===== config.mk =====
export PLATFORM = sky130hd
export DESIGN_NAME = cv32e40p_voter_monitor_flat
export DESIGN_NICKNAME = d
export VERILOG_FILES = /design/src/rtl/cv32e40p_voter_pkg.sv /design/src/rtl/cv32e40p_voter_monitor_if.sv /design/src/rtl/cv32e40p_voter_replica_mon.sv /design/src/rtl/cv32e40p_voter_monitor.sv /design/src/flat_wrapper.sv
export SDC_FILE = /design/constraint.sdc
export NUM_CORES = 1
export LEC_CHECK = 0
export CORE_MARGIN = 4
export CORE_UTILIZATION = 55
export DETAILED_ROUTE_END_ITERATION = 8
export PLACE_DENSITY = 0.88
export SKIP_CTS_REPAIR_TIMING = 1
export SYNTH_ARGS = -nofsm -noshare
export SYNTH_HDL_FRONTEND = slang
export SYNTH_HIERARCHICAL = 1
export SYNTH_SLANG_ARGS = --single-unit

===== constraint.sdc =====
create_clock -name clk -period 9.8 [get_ports clk]
set_input_delay 2.45 -clock clk [delete_from_list [all_inputs] [get_ports clk]]
set_output_delay 2.45 -clock clk [all_outputs]
set_load 0.02 [all_outputs]

===== src/rtl/cv32e40p_voter_pkg.sv =====
// Shared types for the TMR voter/monitor: replica count, replica index type,
// report FSM states and a lowest-set-bit helper.
package cv32e40p_voter_pkg;

    localparam int NUM_REPLICAS = 3;

    typedef logic [1:0] replica_idx_t;

    typedef enum logic {IDLE, REPORT} report_state_e;

    function automatic replica_idx_t lowest_set(input logic [NUM_REPLICAS-1:0] v);
        lowest_set = '0;
        for (int i = NUM_REPLICAS - 1; i >= 0; i--) begin
            if (v[i]) lowest_set = replica_idx_t'(i);
        end
    endfunction

endpackage


===== src/rtl/cv32e40p_voter_monitor_if.sv =====
// Fault-report handshake between the voter monitor (master) and the
// fault-management unit (slave).
interface cv32e40p_voter_monitor_if;
    import cv32e40p_voter_pkg::*;

    logic         report_valid;
    replica_idx_t report_id;
    logic         report_ready;

    modport master (output report_valid, output report_id, input report_ready);
    modport slave  (input report_valid, input report_id, output report_ready);
endinterface


===== src/rtl/cv32e40p_voter_replica_mon.sv =====
// Per-replica fault history: saturating mismatch counter, consecutive-mismatch
// run length, sticky permanent-fault flag and pending-report flag.
module cv32e40p_voter_replica_mon #(
    parameter int CNT_W       = 8,
    parameter int PERM_THRESH = 4
) (
    input  logic             clk,
    input  logic             rst,
    input  logic             en,
    input  logic             clear,
    input  logic             mismatch,
    input  logic             ack,
    output logic [CNT_W-1:0] cnt,
    output logic             perm_fault,
    output logic             pend
);
    localparam int RUN_W = $clog2(PERM_THRESH + 1);
    localparam logic [RUN_W-1:0] THRESH = RUN_W'(PERM_THRESH);

    logic [CNT_W-1:0] cnt_reg, cnt_next;
    logic [RUN_W-1:0] run_reg, run_next;
    logic             perm_fault_reg, pend_reg;
    logic             new_fault;

    always_comb begin
        cnt_next = cnt_reg;
        run_next = run_reg;
        if (en) begin
            if (mismatch) begin
                if (cnt_reg != {CNT_W{1'b1}}) cnt_next = cnt_reg + 1'b1;
                if (run_reg != THRESH)        run_next = run_reg + 1'b1;
            end else begin
                run_next = '0;
            end
        end
    end

    // A replica already declared faulty never re-raises a report.
    assign new_fault = en && (run_next == THRESH) && !perm_fault_reg;

    always_ff @(posedge clk or posedge rst) begin
        if (rst) begin
            cnt_reg        <= '0;
            run_reg        <= '0;
            perm_fault_reg <= 1'b0;
            pend_reg       <= 1'b0;
        end else if (clear) begin
            cnt_reg        <= '0;
            run_reg        <= '0;
            perm_fault_reg <= 1'b0;
            pend_reg       <= 1'b0;
        end else begin
            cnt_reg <= cnt_next;
            run_reg <= run_next;
            if (new_fault) perm_fault_reg <= 1'b1;
            if (new_fault)     pend_reg <= 1'b1;
            else if (ack)      pend_reg <= 1'b0;
        end
    end

    assign cnt        = cnt_reg;
    assign perm_fault = perm_fault_reg;
    assign pend       = pend_reg;
endmodule


===== src/rtl/cv32e40p_voter_monitor.sv =====
// TMR voter with fault-history tracking and one-shot permanent-fault reports.
// Define CV32E40P_VOTER_OUTREG_EN to register the vote outputs (1-cycle latency).
module cv32e40p_voter_monitor
    import cv32e40p_voter_pkg::*;
#(
    parameter int LEN         = 32,
    parameter int CNT_W       = 8,
    parameter int PERM_THRESH = 4
) (
    input  logic                      clk,
    input  logic                      rst,
    input  logic                      en_i,
    input  logic                      clear_i,
    input  logic [LEN-1:0]            in_1_i,
    input  logic [LEN-1:0]            in_2_i,
    input  logic [LEN-1:0]            in_3_i,
    output logic [LEN-1:0]            voted_o,
    output logic                      error_correct_o,
    output logic                      error_detected_o,
    output logic [2:0]                mismatch_o,
    output logic [3*CNT_W-1:0]        err_cnt_o,
    output logic [2:0]                perm_fault_o,
    cv32e40p_voter_monitor_if.master  rpt
);
    logic [NUM_REPLICAS-1:0][LEN-1:0] words;
    logic [NUM_REPLICAS-1:0]          healthy, pend_vec, ack_vec, perm_vec;
    logic [LEN-1:0]                   voted_next;
    logic                             correct_next, detected_next;
    logic [2:0]                       mismatch_next;
    replica_idx_t                     lo_idx, hi_idx;

    assign words   = {in_3_i, in_2_i, in_1_i};
    assign healthy = ~perm_vec;
    assign lo_idx  = lowest_set(healthy);
    assign hi_idx  = healthy[2] ? 2'd2 : 2'd1;

    always_comb begin
        voted_next    = words[0];
        correct_next  = 1'b0;
        detected_next = 1'b0;
        mismatch_next = 3'b000;
        case (healthy)
            3'b111: begin
                if (words[0] == words[1] && words[1] == words[2]) begin
                    voted_next = words[0];
                end else if (words[0] == words[1]) begin
                    correct_next  = 1'b1;
                    mismatch_next = 3'b100;
                end else if (words[0] == words[2]) begin
                    correct_next  = 1'b1;
                    mismatch_next = 3'b010;
                end else if (words[1] == words[2]) begin
                    voted_next    = words[1];
                    correct_next  = 1'b1;
                    mismatch_next = 3'b001;
                end else begin
                    detected_next = 1'b1;
                    mismatch_next = 3'b111;
                end
            end
            3'b011, 3'b101, 3'b110: begin
                voted_next = words[lo_idx];
                if (words[lo_idx] != words[hi_idx]) begin
                    detected_next = 1'b1;
                    mismatch_next = healthy;
                end
            end
            default: begin
                // No majority possible with one or zero trusted replicas.
                detected_next = 1'b1;
                if (healthy != 3'b000) voted_next = words[lo_idx];
            end
        endcase
    end

    genvar gi;
    generate
        for (gi = 0; gi < NUM_REPLICAS; gi++) begin : g_mon
            cv32e40p_voter_replica_mon #(
                .CNT_W      (CNT_W),
                .PERM_THRESH(PERM_THRESH)
            ) u_mon (
                .clk       (clk),
                .rst       (rst),
                .en        (en_i),
                .clear     (clear_i),
                .mismatch  (mismatch_next[gi]),
                .ack       (ack_vec[gi]),
                .cnt       (err_cnt_o[gi*CNT_W +: CNT_W]),
                .perm_fault(perm_vec[gi]),
                .pend      (pend_vec[gi])
            );
        end
    endgenerate

    assign perm_fault_o = perm_vec;

    report_state_e state_reg, state_next;
    replica_idx_t  id_reg, id_next;

    always_ff @(posedge clk or posedge rst) begin
        if (rst) begin
            state_reg <= IDLE;
            id_reg    <= '0;
        end else if (clear_i) begin
            state_reg <= IDLE;
            id_reg    <= '0;
        end else begin
            state_reg <= state_next;
            id_reg    <= id_next;
        end
    end

    always_comb begin
        state_next = state_reg;
        id_next    = id_reg;
        case (state_reg)
            IDLE: begin
                if (pend_vec != '0) begin
                    state_next = REPORT;
                    id_next    = lowest_set(pend_vec);
                end
            end
            REPORT: begin
                if (rpt.report_ready) state_next = IDLE;
            end
            default: state_next = IDLE;
        endcase
    end

    always_comb begin
        rpt.report_valid = (state_reg == REPORT);
        rpt.report_id    = id_reg;
        ack_vec          = '0;
        if (rpt.report_valid && rpt.report_ready) ack_vec[id_reg] = 1'b1;
    end

`ifdef CV32E40P_VOTER_OUTREG_EN
    always_ff @(posedge clk or posedge rst) begin
        if (rst) begin
            voted_o          <= '0;
            error_correct_o  <= 1'b0;
            error_detected_o <= 1'b0;
            mismatch_o       <= 3'b000;
        end else begin
            voted_o          <= voted_next;
            error_correct_o  <= correct_next;
            error_detected_o <= detected_next;
            mismatch_o       <= mismatch_next;
        end
    end
`else
    // Forced low during reset so every output reads zero while rst is held.
    assign voted_o          = rst ? '0 : voted_next;
    assign error_correct_o  = rst ? 1'b0 : correct_next;
    assign error_detected_o = rst ? 1'b0 : detected_next;
    assign mismatch_o       = rst ? 3'b000 : mismatch_next;
`endif
endmodule


===== src/flat_wrapper.sv =====
// flat-port wrapper written by rule: the top's interface ports become plain ports
module cv32e40p_voter_monitor_flat import cv32e40p_voter_pkg::*;
#(
    parameter int LEN         = 32,
    parameter int CNT_W       = 8,
    parameter int PERM_THRESH = 4
)
  (clk, rst, en_i, clear_i, in_1_i, in_2_i, in_3_i, voted_o, error_correct_o, error_detected_o, mismatch_o, err_cnt_o, perm_fault_o, rpt_report_valid, rpt_report_id, rpt_report_ready);
  cv32e40p_voter_monitor_if rpt_i ();
  input  logic clk;
  input  logic rst;
  input  logic en_i;
  input  logic clear_i;
  input  logic [LEN-1:0] in_1_i;
  input  logic [LEN-1:0] in_2_i;
  input  logic [LEN-1:0] in_3_i;
  output logic [LEN-1:0] voted_o;
  output logic error_correct_o;
  output logic error_detected_o;
  output logic [2:0] mismatch_o;
  output logic [3*CNT_W-1:0] err_cnt_o;
  output logic [2:0] perm_fault_o;
  output wire logic [$bits(rpt_i.report_valid)-1:0] rpt_report_valid;
  output wire logic [$bits(rpt_i.report_id)-1:0] rpt_report_id;
  input wire logic [$bits(rpt_i.report_ready)-1:0] rpt_report_ready;
  assign rpt_report_valid = rpt_i.report_valid;
  assign rpt_report_id = rpt_i.report_id;
  assign rpt_i.report_ready = rpt_report_ready;
  cv32e40p_voter_monitor #(.LEN(LEN), .CNT_W(CNT_W), .PERM_THRESH(PERM_THRESH)) u_core (.clk(clk), .rst(rst), .en_i(en_i), .clear_i(clear_i), .in_1_i(in_1_i), .in_2_i(in_2_i), .in_3_i(in_3_i), .voted_o(voted_o), .error_correct_o(error_correct_o), .error_detected_o(error_detected_o), .mismatch_o(mismatch_o), .err_cnt_o(err_cnt_o), .perm_fault_o(perm_fault_o), .rpt(rpt_i));
endmodule

==> flow_summary.ini, run 1 <==
[outcome]
status = finished, final reports clean

[setup_path]
required_ns = 7.35
worstSetupEndpointType = output pin
start_kind = input port
crit_chain = clkdlybuf4s50_1 > nor2b_1 > a2111o_1 > nor4_1 > nand4_1 > nor4_2 > and2b_2 > buf_4 > mux2i_1 > a211oi_2 > clkdlybuf4s50_1
path_class = input port to output pin
crit_buf_inv = 3
cpMaxStageDelayCell = clkdlybuf4s50_1
crit_top_cell = clkdlybuf4s50_1
slowest_delay_ns = 0.64
path_max_fanout = 12
critPathTopFamily = simple AND/OR/NAND/NOR gates
crit_arrival_ns = 6.43

[final_layout]
fin_area_um2 = 8377
utilization_pct = 72.43
largest_reg_flops = 24
final_nets = 1109
diodes = 0
areaGrowthSynthToFinish_pct = 27.09
layout-drive-gt1-share_pct = 6.807

[yosys]
synth_compound_area_share_pct = 33.11
synth_top_family_by_area = compound AO/OA/AOI/OAI gates
synth_area_leader_cell = dfrtp_1
synth_xor_area_share_pct = 10.36
synthTopCellsByCount = a21oi_1, nor2_1, clkbuf_1
async_flop_share_pct = 100.0
ys_ff_latch = 42
ys_warn_count = 6
syn_area_um2 = 6591
synth_edf_count = 0
synthMuxAreaShare_pct = 10.35
synth_cell_type_count = 63
syn-num-nets = 998
synth.most_common_cell = a21oi_1
synth_ff_type = dfrtp_1
synth_fa_ha_area_share_pct = 1.708
yosysTopAreaCellShare_pct = 15.95
syn_inst = 888
ys_seq_area_share_pct = 15.95
synthSimpleGateAreaFrac_pct = 21.15
synth_area_per_cell_um2 = 7.423
ys_top_cells_by_area = dfrtp_1, mux2i_1, a21oi_1

[worst_hold_path]
hold_class = flip-flop to flip-flop

[sta]
worst_slew_pin_slew_ns = 1.051
final_hold_viol_count = 0
final.period_utilization_pct = 90.56
finalWorstSetupSlack_ns = 0.9247
maxSlewHeadroom_pct = 29.81
max_freq_mhz = 112.7
finalSetupViolCount = 0
finClkSkew_ns = 0.003654
rsz0062_at_grt = false
min_period_ns = 8.875
fin_tns_setup_ns = 0
final_max_slew_viol_count = 0

[clocking]
clock_path_buffers = 2
cts.sinks = 42
clock_latency_ns = 0.28
root_buffer = clkbuf_16
cts.clk_slew.worst_paths_ns = 0.06
cts_buffers = 5
h-tree-depth = 2
cts_tree = done

[route]
antenna_left = 0
drt_pre_antenna_iters = 7
wirelength_um = 24590
first_iter_violations = 1151
vias = 7766
drc = 0
viasPerCell = 6.800
wl_per_cell_um = 21.53

[placement]
pre_cts_slack_ns = 1.036
post-dp-hpwl_um = 17710
placed_area_um2 = 8208
gp_congestion = 1.031
portBuffers = 167

[floorplanning]
fp-row-count = 39
die-width_um = 117.5
die_y_um = 117.5
pin_count = 168
die-area_um2 = 13800
core_um2 = 11560
initial_core_util_pct = 56.99

[global_route]
grt_pass1_wl_um = 38620
gr-total-overflow = 0
grt_use_total_pct = 33.48
first_global_vias = 7105
grt_max_degree = 57
antenna_found_initial = 0

[power]
power_leakage_uw = 0.003023
p_per_area_nw_per_um2 = 74.79
peakVddDrop_mv = 0.08006

[flow_run]
cap_violations = 0
worst paths after layout:
path / from / to / slack (ns) / depth (start not counted)
max in group asynchronous: rst / u_core/g_mon[1].u_mon/perm_fault$_DFFE_PP0P_ / 6.78 / 3
hold / removal: u_core/g_mon[1].u_mon/run_reg[1]$_DFF_PP0_ / u_core/g_mon[1].u_mon/run_reg[1]$_DFF_PP0_ / 0.58 / 2
hold reg to reg: u_core/g_mon[1].u_mon/run_reg[1]$_DFF_PP0_ / u_core/g_mon[1].u_mon/run_reg[1]$_DFF_PP0_ / 0.58 / 2
setup reg to reg: u_core/g_mon[2].u_mon/perm_fault$_DFFE_PP0P_ / u_core/g_mon[2].u_mon/cnt[1]$_DFFE_PP0P_ / 5.11 / 13
min in group asynchronous: rst / u_core/rpt.report_id[1]$_DFFE_PP0P_ / 2.50 / 3
setup / recovery: in_3_i[5] / voted_o[20] / 0.92 / 11
layout by cell type (no fill, tap or decap), types with 28 or more instances in the layout:
cell type,netlist,routed
clkdlybuf4s50_1,0,166
a21oi_1,95,95
nor2_1,61,60
mux2i_1,58,58
o21ai_0,55,55
xor2_1,47,47
inv_1,40,40
dfrtp_1,42,39
nand2b_1,33,33
xnor2_1,31,31
nand2_1,30,30
a211oi_2,29,29
o22ai_1,28,28
logic make-up after synthesis:
| logic type | Yosys count |
|---|---|
| AO/OA/AOI/OAI | 319 |
| AND/OR/NAND/NOR | 257 |
| buffers and inverters | 116 |
| XOR/XNOR | 78 |
| multiplexers | 67 |
| flip-flops | 42 |
| adder cells (fa/ha/maj) | 9 |
cell type report:
cell class	count	area, um^2
flip-flops and latches	42	1055
well taps	143	178.9
clock inverters	1	30.03
fillers	932	3188
repair buffers	178	1749
clock buffers	6	138.9
multi-input cells	730	5067
inverters	42	157.7
metrics by stage:
step	hold WS [ns]	power [uW]	instances
6_report	0.5774	626.5	1142
5_1_grt	0.6102	649.8	1142
4_1_cts	0.5733	620.6	1142
3_5_place_dp	0.5553	427.6	1135
3_3_place_gp	0.5475	425.1	1135
2_1_floorplan	0.5248	312.6	888
metal layers:
metal	wire length (um)	part of all wire (%)	GRT usage, %
met3	2675	11	6.103
met5	0	0	0
met4	530	2.2	7.619
met1	10520	43	48.73
met2	10870	44	51.63
power by group:
group / total, uW / internal, uW / switching [uW]
Clock: 192 / 126 / 66.2
Combinational: 250 / 110 / 140
Sequential: 185 / 178 / 6.39
worst min-delay path: stages, from the launching register on:
cell and delay (ns):
dfrtp_1 0.40, nand2b_1 0.08, a21oi_1 0.06
Note: power is estimated with default switching activity, not from simulation.
==> inputs of run 2 (changes only) <==
--- a/config.mk
+++ b/config.mk
@@ -9,6 +9,7 @@
 export CORE_UTILIZATION = 55
 export DETAILED_ROUTE_END_ITERATION = 8
 export PLACE_DENSITY = 0.88
+export RECOVER_POWER = 50
 export SKIP_CTS_REPAIR_TIMING = 1
 export SYNTH_ARGS = -nofsm -noshare
 export SYNTH_HDL_FRONTEND = slang
==> run 2 against run 1 <==
The run now ends with capacitance limit, slew limit left. First-iteration DRC count decreased by 3.3%. Routed wire length down 0.28%. Global-route usage unchanged. Critical endpoint unchanged. Power is 0.21% lower. Utilization down 0.097 points. Maximum frequency is 0.49% lower. Critical path type unchanged. Clock skew about the same. Critical path depth is the same.
==> flow_summary.ini, run 2 (synthesis gave the netlist of run 1 again) <==
[clocking]
cts_tree = done
h-tree-depth = 2
cts_buffers = 5
clock_path_buffers = 2
clock_latency_ns = 0.28
cts.sinks = 42
root_buffer = clkbuf_16
cts.clk_slew.worst_paths_ns = 0.06

[floorplanning]
core_um2 = 11560
pin_count = 168
initial_core_util_pct = 56.99
die-width_um = 117.5
fp-row-count = 39
die_y_um = 117.5
die-area_um2 = 13800

[final_layout]
final_common_cell = clkdlybuf4s50_1
multi_input_area_um2 = 5067
largest_reg_flops = 24
layout_common_cells = clkdlybuf4s50_1, a21oi_1, nor2_1, mux2i_1, o21ai_0
layout-drive-gt1-share_pct = 6.306
areaGrowthSynthToFinish_pct = 26.92
fill_cells = 932
final_nets = 1109
diodes = 0
seq_area_um2 = 1051

[flow_run]
cap_violations = 2

[route]
first_iter_violations = 1113
wirelength_um = 24520
drt_pre_antenna_iters = 5
antenna_left = 0
viasPerCell = 6.806
drt-met1-wl_um = 10300
vias = 7772
drc = 0
wl_met2_um = 10900
dr_wl_met3_um = 2779
wl_per_cell_um = 21.47
top_layer_used = met4

[outcome]
violations = capacitance limit, slew limit
status = complete, but fails checks

[setup_path]
cpMaxStageDelayCell = clkdlybuf4s50_1
path_class = input port to output pin
required_ns = 7.35
crit_chain = clkdlybuf4s50_1 > xnor2_1 > nand4_1 > nor4_1 > nand4_1 > nor4_2 > and2b_2 > buf_4 > mux2i_1 > a211oi_2 > clkdlybuf4s50_1
crit_arrival_ns = 6.47
path_max_fanout = 12
start_kind = input port
worstSetupEndpointType = output pin
slowest_delay_ns = 0.68

[sta]
fin_tns_setup_ns = 0
rsz0062_at_grt = false
finalSetupViolCount = 0
worst_slew_pin_slew_ns = 2.853
max_freq_mhz = 112.1
final.period_utilization_pct = 91.01
final_max_slew_viol_count = 88
finClkSkew_ns = 0.003416
min_period_ns = 8.919
maxSlewHeadroom_pct = -90.20
final_hold_viol_count = 0

[power]
peakVddDrop_mv = 0.07963
power_leakage_uw = 0.003110
p_per_area_nw_per_um2 = 74.74
power_uw = 625.2

[global_route]
antenna_found_initial = 0
grt_use_total_pct = 33.48
grt_pass1_wl_um = 38620
gr-total-overflow = 0
grt_max_degree = 57
first_global_vias = 7105

[placement]
portBuffers = 167
gp_congestion = 1.031
post-dp-hpwl_um = 17710

[worst_hold_path]
hold_class = flip-flop to flip-flop
run 2: power breakdown:
group          internal, uW  switching [uW]  leakage (uW)  total, uW
Combinational           110             140       0.00245        249
Clock                   126            65.7     0.0000829        191
Sequential              178            6.26      0.000578        185
Total                   414             212       0.00311        625
run 2: routing by layer:
| layer | vias to the layer above | global-route usage [%] |
|---|---|---|
| met5 | - | 0 |
| met4 | 0 | 7.619 |
| met3 | 62 | 6.103 |
| met2 | 500 | 51.63 |
| met1 | 3679 | 48.73 |
| li1 | 3531 | - |
run 2: critical path, delay by kind of cell:
kind / cells / cell delay (ns)
AND/OR/NAND/NOR: 5 / 1.66
buffers and inverters: 3 / 1.51
AO/OA/AOI/OAI: 1 / 0.29
XOR/XNOR: 1 / 0.41
multiplexers: 1 / 0.13
run 2: path summary, 6_finish.rpt:
check,slack [ns],depth (start not counted),startpoint,to
max,0.88,11,in_2_i[14],voted_o[20]
min,0.58,2,u_core/g_mon[1].u_mon/run_reg[1]$_DFF_PP0_,u_core/g_mon[1].u_mon/run_reg[1]$_DFF_PP0_
max reg2reg,4.61,13,u_core/g_mon[2].u_mon/perm_fault$_DFFE_PP0P_,u_core/g_mon[2].u_mon/cnt[1]$_DFFE_PP0P_
min reg2reg,0.58,2,u_core/g_mon[1].u_mon/run_reg[1]$_DFF_PP0_,u_core/g_mon[1].u_mon/run_reg[1]$_DFF_PP0_
max in group asynchronous,5.65,3,rst,u_core/g_mon[1].u_mon/perm_fault$_DFFE_PP0P_
min in group asynchronous,3.47,3,rst,u_core/rpt.report_id[1]$_DFFE_PP0P_
run 2: layout make-up:
type	count	share of cell area, %
Inverter	42	1.885
Timing Repair Buffer	178	20.82
Multi-Input combinational cell	730	60.57
Clock inverter	1	0.3590
Sequential cell	42	12.56
Tap cell	143	2.139
Clock buffer	6	1.660
run 2: through the flow:
step                hold slack, ns  area, um^2  setup slack (ns)  cells  util, %
finish                      0.5760        8366            0.8807   1142    72.34
global route                0.6102        8366            0.7433   1142    72.34
CTS                         0.5733        8377             1.023   1142    72.43
detailed placement          0.5553        8208             1.036   1135    70.97
global placement            0.5475        8208             1.182   1135    70.97
floorplan                   0.5248        6591             2.309    888        -
==> inputs of run 3 (changes only) <==
--- a/config.mk
+++ b/config.mk
@@ -10,6 +10,7 @@
 export DETAILED_ROUTE_END_ITERATION = 8
 export PLACE_DENSITY = 0.88
 export RECOVER_POWER = 50
+export SETUP_SLACK_MARGIN = 0.02
 export SKIP_CTS_REPAIR_TIMING = 1
 export SYNTH_ARGS = -nofsm -noshare
 export SYNTH_HDL_FRONTEND = slang
==> results of run 3 <==
Same layout as run 2: the final DEF is identical, and so are final timing and power.
